$ cat src/rtl/lpddr3_dm_delay_line_ctrl.sv
`default_nettype none
// ============================================================================
// Module   : lpddr3_dm_delay_line_ctrl
// Purpose  : Sequences load / move-N-taps commands onto the dynamic delay
//            line of one LPDDR3 DM lane IOD and tracks the tap position.
// Revision : 1.0 - initial release
// ============================================================================
module lpddr3_dm_delay_line_ctrl #(
    parameter int TAP_W         = 8,
    parameter int MAX_TAP       = 127,
    parameter int INIT_TAP      = 1,
    parameter int SETTLE_CYCLES = 4,
    parameter int LOAD_CYCLES   = 2
) (
    input  logic             FAB_CLK,
    input  logic             ARST_N,
    input  logic             CMD_VALID,
    output logic             CMD_READY,
    input  logic [1:0]       CMD_OP,
    input  logic [TAP_W-1:0] CMD_STEPS,
    output logic             DONE,
    output logic             ERR,
    output logic             BUSY,
    output logic [TAP_W-1:0] TAP_COUNT,
    output logic             DELAY_LINE_LOAD,
    output logic             DELAY_LINE_MOVE,
    output logic             DELAY_LINE_DIRECTION,
    input  logic             DELAY_LINE_OUT_OF_RANGE
);

    localparam int               c_CNT_W       = 4;
    localparam logic [TAP_W-1:0] c_MAX_TAP     = TAP_W'(MAX_TAP);
    localparam logic [TAP_W-1:0] c_INIT_TAP    = TAP_W'(INIT_TAP);
    localparam logic [c_CNT_W-1:0] c_LOAD_LAST   = c_CNT_W'(LOAD_CYCLES - 1);
    localparam logic [c_CNT_W-1:0] c_SETTLE_LAST = c_CNT_W'(SETTLE_CYCLES - 1);

    localparam logic [1:0] c_OP_LOAD = 2'b00;
    localparam logic [1:0] c_OP_INC  = 2'b01;
    localparam logic [1:0] c_OP_DEC  = 2'b10;

    localparam logic [2:0] S_IDLE      = 3'd0;
    localparam logic [2:0] S_LOAD      = 3'd1;
    localparam logic [2:0] S_DIR_SETUP = 3'd2;
    localparam logic [2:0] S_MOVE      = 3'd3;
    localparam logic [2:0] S_SETTLE    = 3'd4;
    localparam logic [2:0] S_FINISH    = 3'd5;

    logic [2:0]         r_state;
    logic [c_CNT_W-1:0] r_cnt;
    logic [TAP_W-1:0]   r_steps;
    logic [TAP_W-1:0]   r_tap;
    logic               r_dir;
    logic               r_load;
    logic               r_move;
    logic               r_done;
    logic               r_err;
    logic               r_busy;
    logic               r_ready;

    logic               w_accept;
    logic [TAP_W-1:0]   w_tap_nxt;
    logic               w_blocked_now;
    logic               w_blocked_nxt;

    assign w_accept  = CMD_VALID && r_ready;
    assign w_tap_nxt = r_dir ? (r_tap + 1'b1) : (r_tap - 1'b1);

    // Limit check before a pulse: current tap on the first step, the tap
    // being committed this cycle on subsequent steps.
    assign w_blocked_now = r_dir ? (r_tap >= c_MAX_TAP)     : (r_tap == '0);
    assign w_blocked_nxt = r_dir ? (w_tap_nxt >= c_MAX_TAP) : (w_tap_nxt == '0);

    always_ff @(posedge FAB_CLK or negedge ARST_N) begin
        if (!ARST_N) begin
            r_state <= S_IDLE;
            r_cnt   <= '0;
            r_steps <= '0;
            r_tap   <= c_INIT_TAP;
            r_dir   <= 1'b0;
            r_load  <= 1'b0;
            r_move  <= 1'b0;
            r_done  <= 1'b0;
            r_err   <= 1'b0;
            r_busy  <= 1'b0;
            r_ready <= 1'b1;
        end else begin
            r_move <= 1'b0;
            r_done <= 1'b0;
            r_err  <= 1'b0;
            case (r_state)
                S_IDLE: begin
                    if (w_accept) begin
                        r_ready <= 1'b0;
                        r_busy  <= 1'b1;
                        r_steps <= CMD_STEPS;
                        if (CMD_OP == c_OP_LOAD) begin
                            r_state <= S_LOAD;
                            r_load  <= 1'b1;
                            r_cnt   <= c_LOAD_LAST;
                        end else if ((CMD_OP == c_OP_INC) || (CMD_OP == c_OP_DEC)) begin
                            if (CMD_STEPS == '0) begin
                                r_state <= S_FINISH;
                                r_done  <= 1'b1;
                            end else begin
                                r_state <= S_DIR_SETUP;
                                r_dir   <= (CMD_OP == c_OP_INC);
                            end
                        end else begin
                            r_state <= S_FINISH;
                            r_done  <= 1'b1;
                            r_err   <= 1'b1;
                        end
                    end
                end
                S_LOAD: begin
                    if (r_cnt == '0) begin
                        r_load  <= 1'b0;
                        r_tap   <= c_INIT_TAP;
                        r_state <= S_FINISH;
                        r_done  <= 1'b1;
                    end else begin
                        r_cnt <= r_cnt - 1'b1;
                    end
                end
                S_DIR_SETUP: begin
                    if (w_blocked_now) begin
                        r_state <= S_FINISH;
                        r_done  <= 1'b1;
                        r_err   <= 1'b1;
                    end else begin
                        r_state <= S_MOVE;
                        r_move  <= 1'b1;
                    end
                end
                S_MOVE: begin
                    r_state <= S_SETTLE;
                    r_cnt   <= c_SETTLE_LAST;
                end
                S_SETTLE: begin
                    if (r_cnt != '0) begin
                        r_cnt <= r_cnt - 1'b1;
                    end else if (DELAY_LINE_OUT_OF_RANGE) begin
                        r_state <= S_FINISH;
                        r_done  <= 1'b1;
                        r_err   <= 1'b1;
                    end else begin
                        r_tap   <= w_tap_nxt;
                        r_steps <= r_steps - 1'b1;
                        if (r_steps == TAP_W'(1)) begin
                            r_state <= S_FINISH;
                            r_done  <= 1'b1;
                        end else if (w_blocked_nxt) begin
                            r_state <= S_FINISH;
                            r_done  <= 1'b1;
                            r_err   <= 1'b1;
                        end else begin
                            r_state <= S_MOVE;
                            r_move  <= 1'b1;
                        end
                    end
                end
                S_FINISH: begin
                    r_state <= S_IDLE;
                    r_busy  <= 1'b0;
                    r_ready <= 1'b1;
                end
                default: begin
                    r_state <= S_IDLE;
                    r_load  <= 1'b0;
                    r_busy  <= 1'b0;
                    r_ready <= 1'b1;
                end
            endcase
        end
    end

    assign CMD_READY            = r_ready;
    assign DONE                 = r_done;
    assign ERR                  = r_err;
    assign BUSY                 = r_busy;
    assign TAP_COUNT            = r_tap;
    assign DELAY_LINE_LOAD      = r_load;
    assign DELAY_LINE_MOVE      = r_move;
    assign DELAY_LINE_DIRECTION = r_dir;

endmodule
`default_nettype wire

$ cat config.mk
export PLATFORM = sky130hd
export DESIGN_NAME = lpddr3_dm_delay_line_ctrl
export DESIGN_NICKNAME = d
export VERILOG_FILES = /design/src/rtl/lpddr3_dm_delay_line_ctrl.sv
export SDC_FILE = /design/constraint.sdc
export NUM_CORES = 1
export LEC_CHECK = 0
export BUFFER_PORTS_ARGS = -buffer_cell sky130_fd_sc_hd__buf_4
export CAP_MARGIN = 40
export CORE_MARGIN = 2
export CORE_UTILIZATION = 30
export CTS_CLUSTER_DIAMETER = 80
export DETAILED_ROUTE_END_ITERATION = 12
export PLACE_DENSITY = 0.54
export SLEW_MARGIN = 5
export SYNTH_ARGS = -nofsm -noshare
export SYNTH_HDL_FRONTEND = slang
export SYNTH_SLANG_ARGS = --single-unit
$ cat constraint.sdc
create_clock -name FAB_CLK -period 6.18 [get_ports FAB_CLK]
set_input_delay 0.618 -clock FAB_CLK [delete_from_list [all_inputs] [get_ports FAB_CLK]]
set_output_delay 0.618 -clock FAB_CLK [all_outputs]
set_load 0.01 [all_outputs]
==> key figures <==
Synthesis
  • Post-synthesis register bit count: 30
  • Largest cells by area after synthesis: dfrtp_1, ha_1, o21ai_0
  • Post-Syn Area per Cell: roughly 8.4 um^2
  • Top_reg_cell synth: dfrtp_1
  • Synth area leader: dfrtp_1
  • Synthesized netlist cell count: roughly 260
  • Yosys warnings: 0
  • Netlist cell types: 60
  • Synth top area share: 0.319
  • EDFF count, synth: 0
  • Synthesized area: roughly 2200 um^2
  • Syn_nets: between 200 and 300
  • Async S/R FF share, synth: 1.00
  • Register area share after synthesis: 0.343

Worst setup path
  • Crit path cell chain: inv_1 -> ha_1 -> a211o_1 -> a41o_1 -> o22a_2 -> a22o_2 -> xnor2_2 -> a211oi_2 -> a32oi_1
  • Crit Path Max Fanout: 10
  • CP Capture Type: register
  • Reg2reg end: DONE
  • CP Class: reg -> reg
  • FF-to-FF Start: DELAY_LINE_DIRECTION
  • Startpoint types: register
  • Required @ worst endpoint: approximately 6.3 ns
  • WP data arrival: ~3.2 ns
  • Critical path's slowest cell: dfrtp_1
  • Worst-case reg-to-reg path depth: 9
  • Crit path largest cell delay: approximately 0.53 ns
  • Critical path origin: DELAY_LINE_DIRECTION
  • Reg2reg setup slack: about 3.2 ns

Pwr
  • Combinational Power Share: 0.598
  • Sequential cell fraction of total power: 0.289
  • Final Power: approximately 1.3 mW
  • Clk pwr share: 0.113
  • Power per cell area: just over 500 nW/um^2
  • VDD IR-drop max: 0.123 mV
  • Leak: 1.15 nW
  • Int Power: between 600 and 700 uW
  • Sw Ratio: 0.466
  • P_sw: between 600 and 700 uW

Route
  • Pre-antenna DRT Iters: 4
  • Routed wl met2: ~2.3 mm
  • Avg Vias per Cell: between 5 and 6
  • Via count: 1,971
  • Avg WL per Cell: about 14 um
  • Met1 WL: 2.76 mm
  • Routed WL: 5.40 mm
  • Top sig layer: met4
  • Final ANT Viol Nets: 0
  • Initial DRC count: between 100 and 150
  • Met3 WL: about 220 um
  • DRC Markers: 0

Clock tree
  • Clock net sink count: 30
  • H-Tree Depth: 2
  • CTS tree: built
  • Clock buffer depth: 2
  • Worst-Skew Late Latency: approximately 0.28 ns
  • Post-CTS sizing: 0
  • CTS Buf Count: 5
  • Cts hold-fix bufs: 0
  • Clock Tree Root: clkbuf_8
  • Postcts setup bufs: 0
  • Clock transition at the registers of the reported paths: about 0.06 ns

Die
  • Die area: about 8000 um^2
  • Die Wd: 89.6 um
  • Cell row count: 31
  • Core Area: 7180 um^2
  • Starting density of the core: 0.306
  • IO Pins: 29
  • Overall die height: 89.6 um

STA
  • Unrepaired setup endpoints after global routing: no
  • Final Hold Vio Count: 0
  • # setup viols final: 0
  • Max Freq: between 300 and 400 MHz
  • Tightest Pin Transition: 0.742 ns
  • Setup tns final: 0 ns
  • Tmin final: between 3 and 4 ns
  • Slew margin rel.: 0.504
  • Final slew viol count: 0
  • Clock skew: around 0.007 ns
  • Crit share post-route: 0.487

Layout
  • Antenna Cells: 0
  • Filler cell count: 733
  • Commonest non-fill, non-tap cell in the layout: nor2_1
  • Layout cells sized above 1: 0.176
  • Register area: 753 um^2
  • Nets@finish: 319
  • Multi-input logic area: between 1000 and 1500 um^2
  • Most frequent cells in the layout: nor2_1, dfrtp_1, buf_4
  • Util after Layout: 0.360
  • Syn-to-layout area delta: 17.4%

Run status
  • Status: completed

Placement
  • Final HPWL DP: around 4.0 mm
  • Routability cong.: a little over 0.8
  • Buffers on Ports: 28

Global route
  • GRT Util Overall: 0.145
  • Largest net degree at the start of global routing: 31
  • First-pass GRT wire length: ~9.0 mm
  • Gr ovfl total: 0
  • Initial antenna violation count: 0
  • Vias in the first global route: around 1,800

Min path
  • HP Class: in -> async

Run
  • Max cap viols: 0
-- cell usage after synthesis (3+ instances only) --
cell / count
o22a_1: 3
o21ai_0: 26
nor3_1: 7
a31oi_1: 5
nor3b_1: 3
ha_1: 15
clkbuf_1: 6
dfrtp_1: 28
nor4_1: 8
nor2_1: 29
or3_1: 4
a21o_1: 3
a21oi_1: 18
a22oi_1: 3
nand2_1: 20
inv_1: 13
nand3_1: 10
-- sequential cells by signal (all words and copies together), names as in the netlist --
signal / cells
CMD_READY: 1
r_cnt: 4
DELAY_LINE_DIRECTION: 1
DONE: 1
r_steps: 8
DELAY_LINE_MOVE: 1
BUSY: 1
DELAY_LINE_LOAD: 1
ERR: 1
r_state: 3
TAP_COUNT: 8
-- how the worst max path moves through the flow --
stage	to	slack, ns	cells past startpoint
global route	DONE	2.94	9
floorplan	r_state[1]	3.38	9
detailed placement	DONE	3.20	9
global placement	DONE	3.25	9
CTS	DONE	3.16	9
finish	DONE	3.17	9
-- power by group through the flow --
| stage | registers, mW | logic (mW) | clock network, mW |
|---|---|---|---|
| after floorplan | 0.358 | 0.591 | 0 |
| after global placement | 0.379 | 0.771 | 0 |
| after detailed placement | 0.379 | 0.771 | 0 |
| after CTS | 0.376 | 0.778 | 0.153 |
| after global routing | 0.393 | 0.880 | 0.159 |
| final | 0.377 | 0.779 | 0.147 |
-- through the flow --
step           cell area, um^2  hold slack (ns)  cells  worst slack (ns)
4_1_cts                   2580            0.279    388              3.16
3_5_place_dp              2500            0.502    381              3.20
3_3_place_gp              2500            0.514    380              3.25
5_1_grt                   2580            0.301    388              2.94
2_1_floorplan             2200            0.322    261              3.38
6_report                  2580            0.265    388              3.17
-- worst max-delay path, delay by kind of cell, from the launching register on --
| family | cells | cell delay, ns |
|---|---|---|
| flip-flops | 1 | 0.53 |
| AO/OA/AOI/OAI | 6 | 1.60 |
| adder cells (fa/ha/maj) | 1 | 0.36 |
| XOR/XNOR | 1 | 0.15 |
| buffers and inverters | 1 | 0.22 |
-- per-layer routing --
layer / vias to the layer above / track usage
met1: 905 / 0.218
met3: 7 / 0.0311
li1: 1019 / -
met2: 40 / 0.203
met5: - / 0
met4: 0 / 0.0516
-- cell type report --
type                    count  share of cell area
clock buffers               7              0.0296
inverters                  15              0.0218
multi-input cells         208               0.525
flip-flops and latches     30               0.292
well taps                  99              0.0480
repair buffers             29              0.0834
-- cell families after synthesis --
logic type	synth area share
buffers and inverters	0.0404
xor gates and xnor gates	0.0268
muxes	0.00968
DFF	0.343
AOI/OAI and AO/OA	0.254
adders and majority gates	0.0945
and+or+nand+nor	0.232
Power figures use the tool's default switching activity.
